--- config.mk ---
export PLATFORM = sky130hd
export DESIGN_NAME = writeback
export DESIGN_NICKNAME = d
export VERILOG_FILES = /design/src/rtl/y86_pkg.sv /design/src/rtl/regfile.sv /design/src/rtl/writeback.sv
export SDC_FILE = /design/constraint.sdc
export NUM_CORES = 2
export LEC_CHECK = 0
export CORE_MARGIN = 4
export CORE_UTILIZATION = 40
export DETAILED_ROUTE_END_ITERATION = 8
export DONT_BUFFER_PORTS = 1
export PLACE_DENSITY_LB_ADDON = 0.2
export SLEW_MARGIN = 40
export SYNTH_ARGS = -nofsm -noshare
export SYNTH_HDL_FRONTEND = slang
export SYNTH_SLANG_ARGS = --single-unit
--- constraint.sdc ---
create_clock -name clk -period 15.5 [get_ports clk]
set_input_delay 0.775 -clock clk [delete_from_list [all_inputs] [get_ports clk]]
set_output_delay 0.775 -clock clk [all_outputs]
set_load 0.05 [all_outputs]
--- src/rtl/y86_pkg.sv ---
// y86_pkg: shared definitions for the Y86-64 writeback slice.
//   - icode constants (IHALT..IPOPQ)
//   - status codes (SAOK, SHLT, SADR, SINS)
//   - register index names and RNONE
//   - wb_state enum used by the writeback state machine
//   - err_stat(): folds any non-AOK/non-HLT status into ADR or INS
package y86_pkg;

    // Instruction codes
    localparam logic [3:0] IHALT   = 4'h0;
    localparam logic [3:0] INOP    = 4'h1;
    localparam logic [3:0] ICMOVXX = 4'h2;   // rrmovq / cmovXX share this code
    localparam logic [3:0] IIRMOVQ = 4'h3;
    localparam logic [3:0] IRMMOVQ = 4'h4;
    localparam logic [3:0] IMRMOVQ = 4'h5;
    localparam logic [3:0] IOPQ    = 4'h6;
    localparam logic [3:0] IJXX    = 4'h7;
    localparam logic [3:0] ICALL   = 4'h8;
    localparam logic [3:0] IRET    = 4'h9;
    localparam logic [3:0] IPUSHQ  = 4'hA;
    localparam logic [3:0] IPOPQ   = 4'hB;

    // Status codes
    localparam logic [2:0] SAOK = 3'd1;
    localparam logic [2:0] SHLT = 3'd2;
    localparam logic [2:0] SADR = 3'd3;
    localparam logic [2:0] SINS = 3'd4;

    // Register indices
    localparam logic [3:0] RRAX  = 4'h0;
    localparam logic [3:0] RRCX  = 4'h1;
    localparam logic [3:0] RRDX  = 4'h2;
    localparam logic [3:0] RRBX  = 4'h3;
    localparam logic [3:0] RRSP  = 4'h4;
    localparam logic [3:0] RRBP  = 4'h5;
    localparam logic [3:0] RRSI  = 4'h6;
    localparam logic [3:0] RRDI  = 4'h7;
    localparam logic [3:0] RR8   = 4'h8;
    localparam logic [3:0] RR9   = 4'h9;
    localparam logic [3:0] RR10  = 4'hA;
    localparam logic [3:0] RR11  = 4'hB;
    localparam logic [3:0] RR12  = 4'hC;
    localparam logic [3:0] RR13  = 4'hD;
    localparam logic [3:0] RR14  = 4'hE;
    localparam logic [3:0] RNONE = 4'hF;

    localparam int NUM_REGS = 15;

    typedef enum logic [1:0] {
        WB_RUN  = 2'd0,
        WB_HALT = 2'd1,
        WB_ERR  = 2'd2
    } wb_state_e;

    // ADR stays ADR; INS and every unrecognised status become INS.
    function automatic logic [2:0] err_stat(input logic [2:0] s);
        return (s == SADR) ? SADR : SINS;
    endfunction

endpackage

--- src/rtl/regfile.sv ---
// regfile: 15 x 64-bit register file, two write ports and two read ports.
//
// Ports:
//   clk, rst_n        clock, synchronous active-low reset (clears all registers)
//   we_e/addr_e/data_e  write port E (execute result)
//   we_m/addr_m/data_m  write port M (memory result); wins over E on the same index
//   addr_a, addr_b    read addresses
//   rd_a, rd_b        read data; index RNONE always reads 0
//
// Build option:
//   WB_BYPASS_EN  when defined, a read whose address matches a write in progress
//                 returns the write data (M before E). Otherwise reads return the
//                 register contents as they were before the edge.
module regfile
    import y86_pkg::*;
(
    input  logic        clk,
    input  logic        rst_n,
    input  logic        we_e,
    input  logic [3:0]  addr_e,
    input  logic [63:0] data_e,
    input  logic        we_m,
    input  logic [3:0]  addr_m,
    input  logic [63:0] data_m,
    input  logic [3:0]  addr_a,
    input  logic [3:0]  addr_b,
    output logic [63:0] rd_a,
    output logic [63:0] rd_b
);

    logic [63:0] regs [0:NUM_REGS-1];

    logic wr_e;
    logic wr_m;

    // RNONE is filtered here so no write can ever land outside the array.
    assign wr_e = we_e && (addr_e != RNONE);
    assign wr_m = we_m && (addr_m != RNONE);

    always_ff @(posedge clk) begin
        if (!rst_n) begin
            for (int i = 0; i < NUM_REGS; i++) begin
                regs[i] <= '0;
            end
        end else begin
            // M is written last so it takes precedence when both ports hit
            // the same register (popq %rsp).
            if (wr_e) regs[addr_e] <= data_e;
            if (wr_m) regs[addr_m] <= data_m;
        end
    end

    always_comb begin
        rd_a = '0;
        if (addr_a != RNONE) begin
`ifdef WB_BYPASS_EN
            if (wr_m && (addr_m == addr_a))      rd_a = data_m;
            else if (wr_e && (addr_e == addr_a)) rd_a = data_e;
            else                                 rd_a = regs[addr_a];
`else
            rd_a = regs[addr_a];
`endif
        end
    end

    always_comb begin
        rd_b = '0;
        if (addr_b != RNONE) begin
`ifdef WB_BYPASS_EN
            if (wr_m && (addr_m == addr_b))      rd_b = data_m;
            else if (wr_e && (addr_e == addr_b)) rd_b = data_e;
            else                                 rd_b = regs[addr_b];
`else
            rd_b = regs[addr_b];
`endif
        end
    end

endmodule

--- src/rtl/writeback.sv ---
// writeback: Y86-64 writeback stage. Commits retiring instructions into the
// register file, tracks architectural status and counts retired instructions.
//
// Ports:
//   clk, rst_n        clock, synchronous active-low reset
//   in_valid/in_ready handshake with the memory stage; transfer when both are 1
//   icode, cnd        instruction code and condition flag (cmovXX suppression)
//   stat              instruction status (AOK/HLT/ADR/INS, others treated as INS)
//   dstE/valE         execute destination and value (RNONE = no write)
//   dstM/valM         memory destination and value (RNONE = no write)
//   srcA/srcB         decode read addresses
//   rd_a/rd_b         decode read data
//   cpu_stat          architectural status
//   halted            1 whenever the state machine has left RUN
//   retired           64-bit count of committed instructions
//
// Build option:
//   WB_BYPASS_EN  same-cycle write-through on rd_a/rd_b (see regfile).
//
// State table:
//   state   | meaning
//   WB_RUN  | accepting instructions, in_ready=1
//   WB_HALT | halt retired; terminal until reset, everything frozen
//   WB_ERR  | ADR/INS fault; terminal until reset, everything frozen
module writeback
    import y86_pkg::*;
(
    input  logic        clk,
    input  logic        rst_n,
    input  logic        in_valid,
    output logic        in_ready,
    input  logic [3:0]  icode,
    input  logic        cnd,
    input  logic [2:0]  stat,
    input  logic [3:0]  dstE,
    input  logic [3:0]  dstM,
    input  logic [63:0] valE,
    input  logic [63:0] valM,
    input  logic [3:0]  srcA,
    input  logic [3:0]  srcB,
    output logic [63:0] rd_a,
    output logic [63:0] rd_b,
    output logic [2:0]  cpu_stat,
    output logic        halted,
    output logic [63:0] retired
);

    wb_state_e state;

    logic transfer;
    logic commit;
    logic cmov_skip;
    logic we_e;
    logic we_m;

    assign transfer  = in_valid && (state == WB_RUN);
    // Writes only happen for AOK transfers; reset takes priority over a
    // transfer on the same edge, so gating with rst_n also keeps the bypass
    // path from forwarding a discarded instruction.
    assign commit    = transfer && rst_n && (stat == SAOK);
    assign cmov_skip = (icode == ICMOVXX) && !cnd;
    assign we_e      = commit && !cmov_skip;
    assign we_m      = commit;

    regfile u_regfile (
        .clk    (clk),
        .rst_n  (rst_n),
        .we_e   (we_e),
        .addr_e (dstE),
        .data_e (valE),
        .we_m   (we_m),
        .addr_m (dstM),
        .data_m (valM),
        .addr_a (srcA),
        .addr_b (srcB),
        .rd_a   (rd_a),
        .rd_b   (rd_b)
    );

    always_ff @(posedge clk) begin
        if (!rst_n) begin
            state    <= WB_RUN;
            cpu_stat <= SAOK;
            retired  <= '0;
            in_ready <= 1'b1;
            halted   <= 1'b0;
        end else if (transfer) begin
            case (stat)
                SAOK: begin
                    retired <= retired + 64'd1;
                end
                SHLT: begin
                    retired  <= retired + 64'd1;
                    state    <= WB_HALT;
                    cpu_stat <= SHLT;
                    in_ready <= 1'b0;
                    halted   <= 1'b1;
                end
                default: begin
                    state    <= WB_ERR;
                    cpu_stat <= err_stat(stat);
                    in_ready <= 1'b0;
                    halted   <= 1'b1;
                end
            endcase
        end
    end

endmodule
==> summary.md <==
| Metric | Value |
|---|---|
| Run status | `finished clean` |
| Worst path required time | `14,730 ps` |
| Rows | `146` |
| Count leader, synth | `nand2_1` |
| Met2 routed WL | `115,000 µm` |
| Pleak | `0.0218 µW` |
| Synth Area per Inst | `around 13 µm²` |
| CTS tree | `built` |
| Hold/Removal Path Class | `input pin to flop` |
| Antenna violations before repair | `7` |
| Commonest cells in the synthesized netlist | `nand2_1 (1,274), edfxtp_1 (1,024), o31ai_1 (967)` |
| Main flop type after synthesis | `edfxtp_1` |
| Total gr overflow | `0` |
| Arrival @ worst endpoint | `3220 ps` |
| Clock share of power | `42.1%` |
| CTS Buf Count | `131` |
| Synth warnings | `0` |
| Cell count after placement | `~6,600` |
| Top Metal Used | `met5` |
| Cells on worst reg2reg path | `9` |
| Number of max-cap violations | `0` |
| Cell area after synthesis | `64,000 µm²` |
| Share of the synthesized area in the top cell type | `48.0%` |
| Total track usage | `27.7%` |
| Worst-Skew Late Latency | `780 ps` |
| Crit Path Max Fanout | `257` |
| Nets | `just under 5,000` |
| Initial DRC count | `6,517` |
| Worst Setup Path Type | `input pin to output pin` |
| Yosys cell types | `54` |
| Switching portion of total power | `25.7%` |
| Root Buffer | `clkbuf_16` |
| CP endpoint kind | `output pin` |
| M1 WL | `88,800 µm` |
| Post-synth EDFFs | `about 1,000` |
| Final Hold Viols | `0` |
| Core Region | `~160,000 µm²` |
| Sequential area share after synthesis | `50.3%` |
| RSZ-0062 raised after global routing | `false` |
| Setup Fix Bufs, Post-CTS | `0` |
| Main area contributors after synthesis | `edfxtp_1 (48%), mux4_2 (23%), o31ai_1 (11%)` |
| Detail Placement HPWL | `126,000 µm` |
| Final min period | `3990 ps` |
| Fmax | `0.251 GHz` |
| Routed Antenna Nets | `0` |
| Drt first pass iters | `7` |
| Tcrit/Tclk final | `25.7%` |
| Synth Instances | `5,084` |
| Final WL | `235,000 µm` |
| TNS Setup | `0 ps` |
| Die height | `408 µm` |
| R2R Path End | `u_regfile.regs[13][31]` |
| Min-delay src | `rst_n` |
| Worst Hold End | `in_ready` |
| Deepest level of the CTS H-tree | `4` |
| Hold Crit Depth | `1` |
| Clock Sinks | `about 1,100` |
| Die span in x | `408 µm` |
| Synthesized flop and latch total | `between 1,000 and 1,500` |
| Largest net degree at the start of global routing | `about 260` |
| Post-CTS sizing | `0` |
| Initial Util | `about 40%` |
| Worst Tran Pin Value | `1490 ps` |
| Synth-to-layout area growth | `9.38%` |
| Clock tree buffer depth | `3` |
| Seq pwr share | `47.2%` |
| Number of global-route vias before repair | `45,300` |
| Met3 wire length | `23,400 µm` |
| Logic pwr share | `10.8%` |
| Switch Pwr | `1850 µW` |
| Gpl congestion | `0.787` |
| Synth area leader | `edfxtp_1` |
| First-pass GRT wire length | `approximately 330,000 µm` |
| Final Max Slew Viols | `0` |
| Worst reg2reg startpoint | `state[1]` |
| Int Power | `5350 µW` |
| DR vias/cell | `approximately 6.7` |
| Register-to-register setup slack | `11,620 ps` |
| Fraction of layout cells with a size suffix above 1 | `22.2%` |
| Total number of vias | `about 46,000` |
| Drt wl/cell | `34.2 µm` |
| Ports | `352` |
| Max Clock Skew | `19.4 ps` |
| Startpoint Class | `input pin` |
| Post-synth ARST share | `0%` |
| Final Non-Filler Cells | `6,876` |
| Power density over the cells | `roughly 100 nW/µm²` |
| Setup violations, final | `0` |
| Clock slew seen by the registers of the worst setup and hold paths | `60 ps` |
| CTS Hold Buffers Added | `0` |
| Worst vdd ir | `roughly 120 µV` |
| Max-slew headroom | `0.645%` |
| Port bufs | `0` |
| Die area | `167,000 µm²` |
| Residual DRC | `0` |
==> cell usage in the layout (no fill, tap or decap), types with 4 or more instances in the layout <==
cell	n
mux4_2	640
edfxtp_1	1024
inv_6	4
nor2_1	39
nor2_4	10
nand2_1	1273
clkbuf_16	133
o31ai_1	967
bufinv_16	6
buf_4	37
nor3_2	7
nand3_1	21
a21oi_1	17
nand2b_1	26
nor2b_2	120
nor3_1	11
clkbuf_1	24
dfxtp_1	71
xnor2_1	17
or3_1	9
and4_1	11
conb_1	64
and2_1	8
nand4_1	26
xor2_1	7
a211o_4	8
clkinv_2	17
nor4_1	6
clkinv_1	30
inv_1	12
buf_6	21
o21ai_0	11
buf_12	16
or4_1	12
mux2i_1	21
nor2b_1	9
==> power by group through the flow <==
stage / clock network [µW] / registers (µW) / logic, µW
6_report: 3030 / 3400 / 776
5_1_grt: 3180 / 3400 / 797
2_1_floorplan: 0 / 3440 / 651
3_5_place_dp: 0 / 3460 / 775
3_3_place_gp: 0 / 3450 / 754
4_1_cts: 3060 / 3390 / 776
==> kinds of logic after synthesis <==
| family | count (synthesis) | synth area share [%] |
|---|---|---|
| buffers and inverters | 665 | 3.92 |
| DFF | 1095 | 50.3 |
| and+or+nand+nor | 1615 | 10.7 |
| adders and majority gates | 1 | 0.0195 |
| muxes | 661 | 22.8 |
| AOI/OAI and AO/OA | 1022 | 12.0 |
| xor gates and xnor gates | 24 | 0.328 |
| other | 1 | 0.00586 |
==> worst max-delay path: stages <==
cell and delay [ps]:
and4_4 720, buf_6 640, nor2b_1 330, buf_4 290
==> per-layer routing <==
| layer | vias to the layer above | global-route usage, % |
|---|---|---|
| met3 | 471 | 6.18 |
| met1 | 23600 | 36.0 |
| met4 | 6 | 9.27 |
| met2 | 2661 | 46.1 |
| li1 | 19300 | - |
| met5 | - | 0 |
==> sequential cells by signal, summed over array words and instances (netlist names) <==
register / cells
cpu_stat: 3
halted: 1
in_ready: 1
retired: 64
state: 2
u_regfile.regs: 1024
==> how the worst max path moves through the flow <==
stage                                         to  depth (start not counted)      from  slack [ps]
after floorplan            u_regfile.regs[12][0]                          6  in_valid        5300
after global placement     u_regfile.regs[6][20]                          6   stat[1]       10230
after detailed placement  u_regfile.regs[13][24]                          8   stat[1]       10930
after CTS                 u_regfile.regs[13][13]                          9  state[1]       11570
after global routing      u_regfile.regs[13][31]                          9  state[1]       11440
final                                    rd_a[0]                          4   srcA[0]       11510
==> area by class of cell <==
cell class | count | area [µm²]
sequential | 1095 | 32200
clock inverter | 70 | 643
fill | 14200 | 88700
clock buffer | 160 | 3460
inverter | 13 | 51.3
timing repair buffer | 78 | 907
tap | 2072 | 2590
multi-input combinational | 3387 | 30200
antenna | 1 | 2.50
==> through the flow <==
stage	setup slack [ps]	hold slack [ps]	area, µm²	util, %	total power, µW
floorplan	5300	448	64300	-	4090
global placement	10230	464	65300	41.2	4200
detailed placement	10930	495	65900	41.5	4230
CTS	11570	10.7	70000	44.1	7230
global route	11440	31.4	70000	44.1	7380
finish	11510	70.8	70000	44.1	7200
Note: power is estimated with default switching activity, not from simulation.
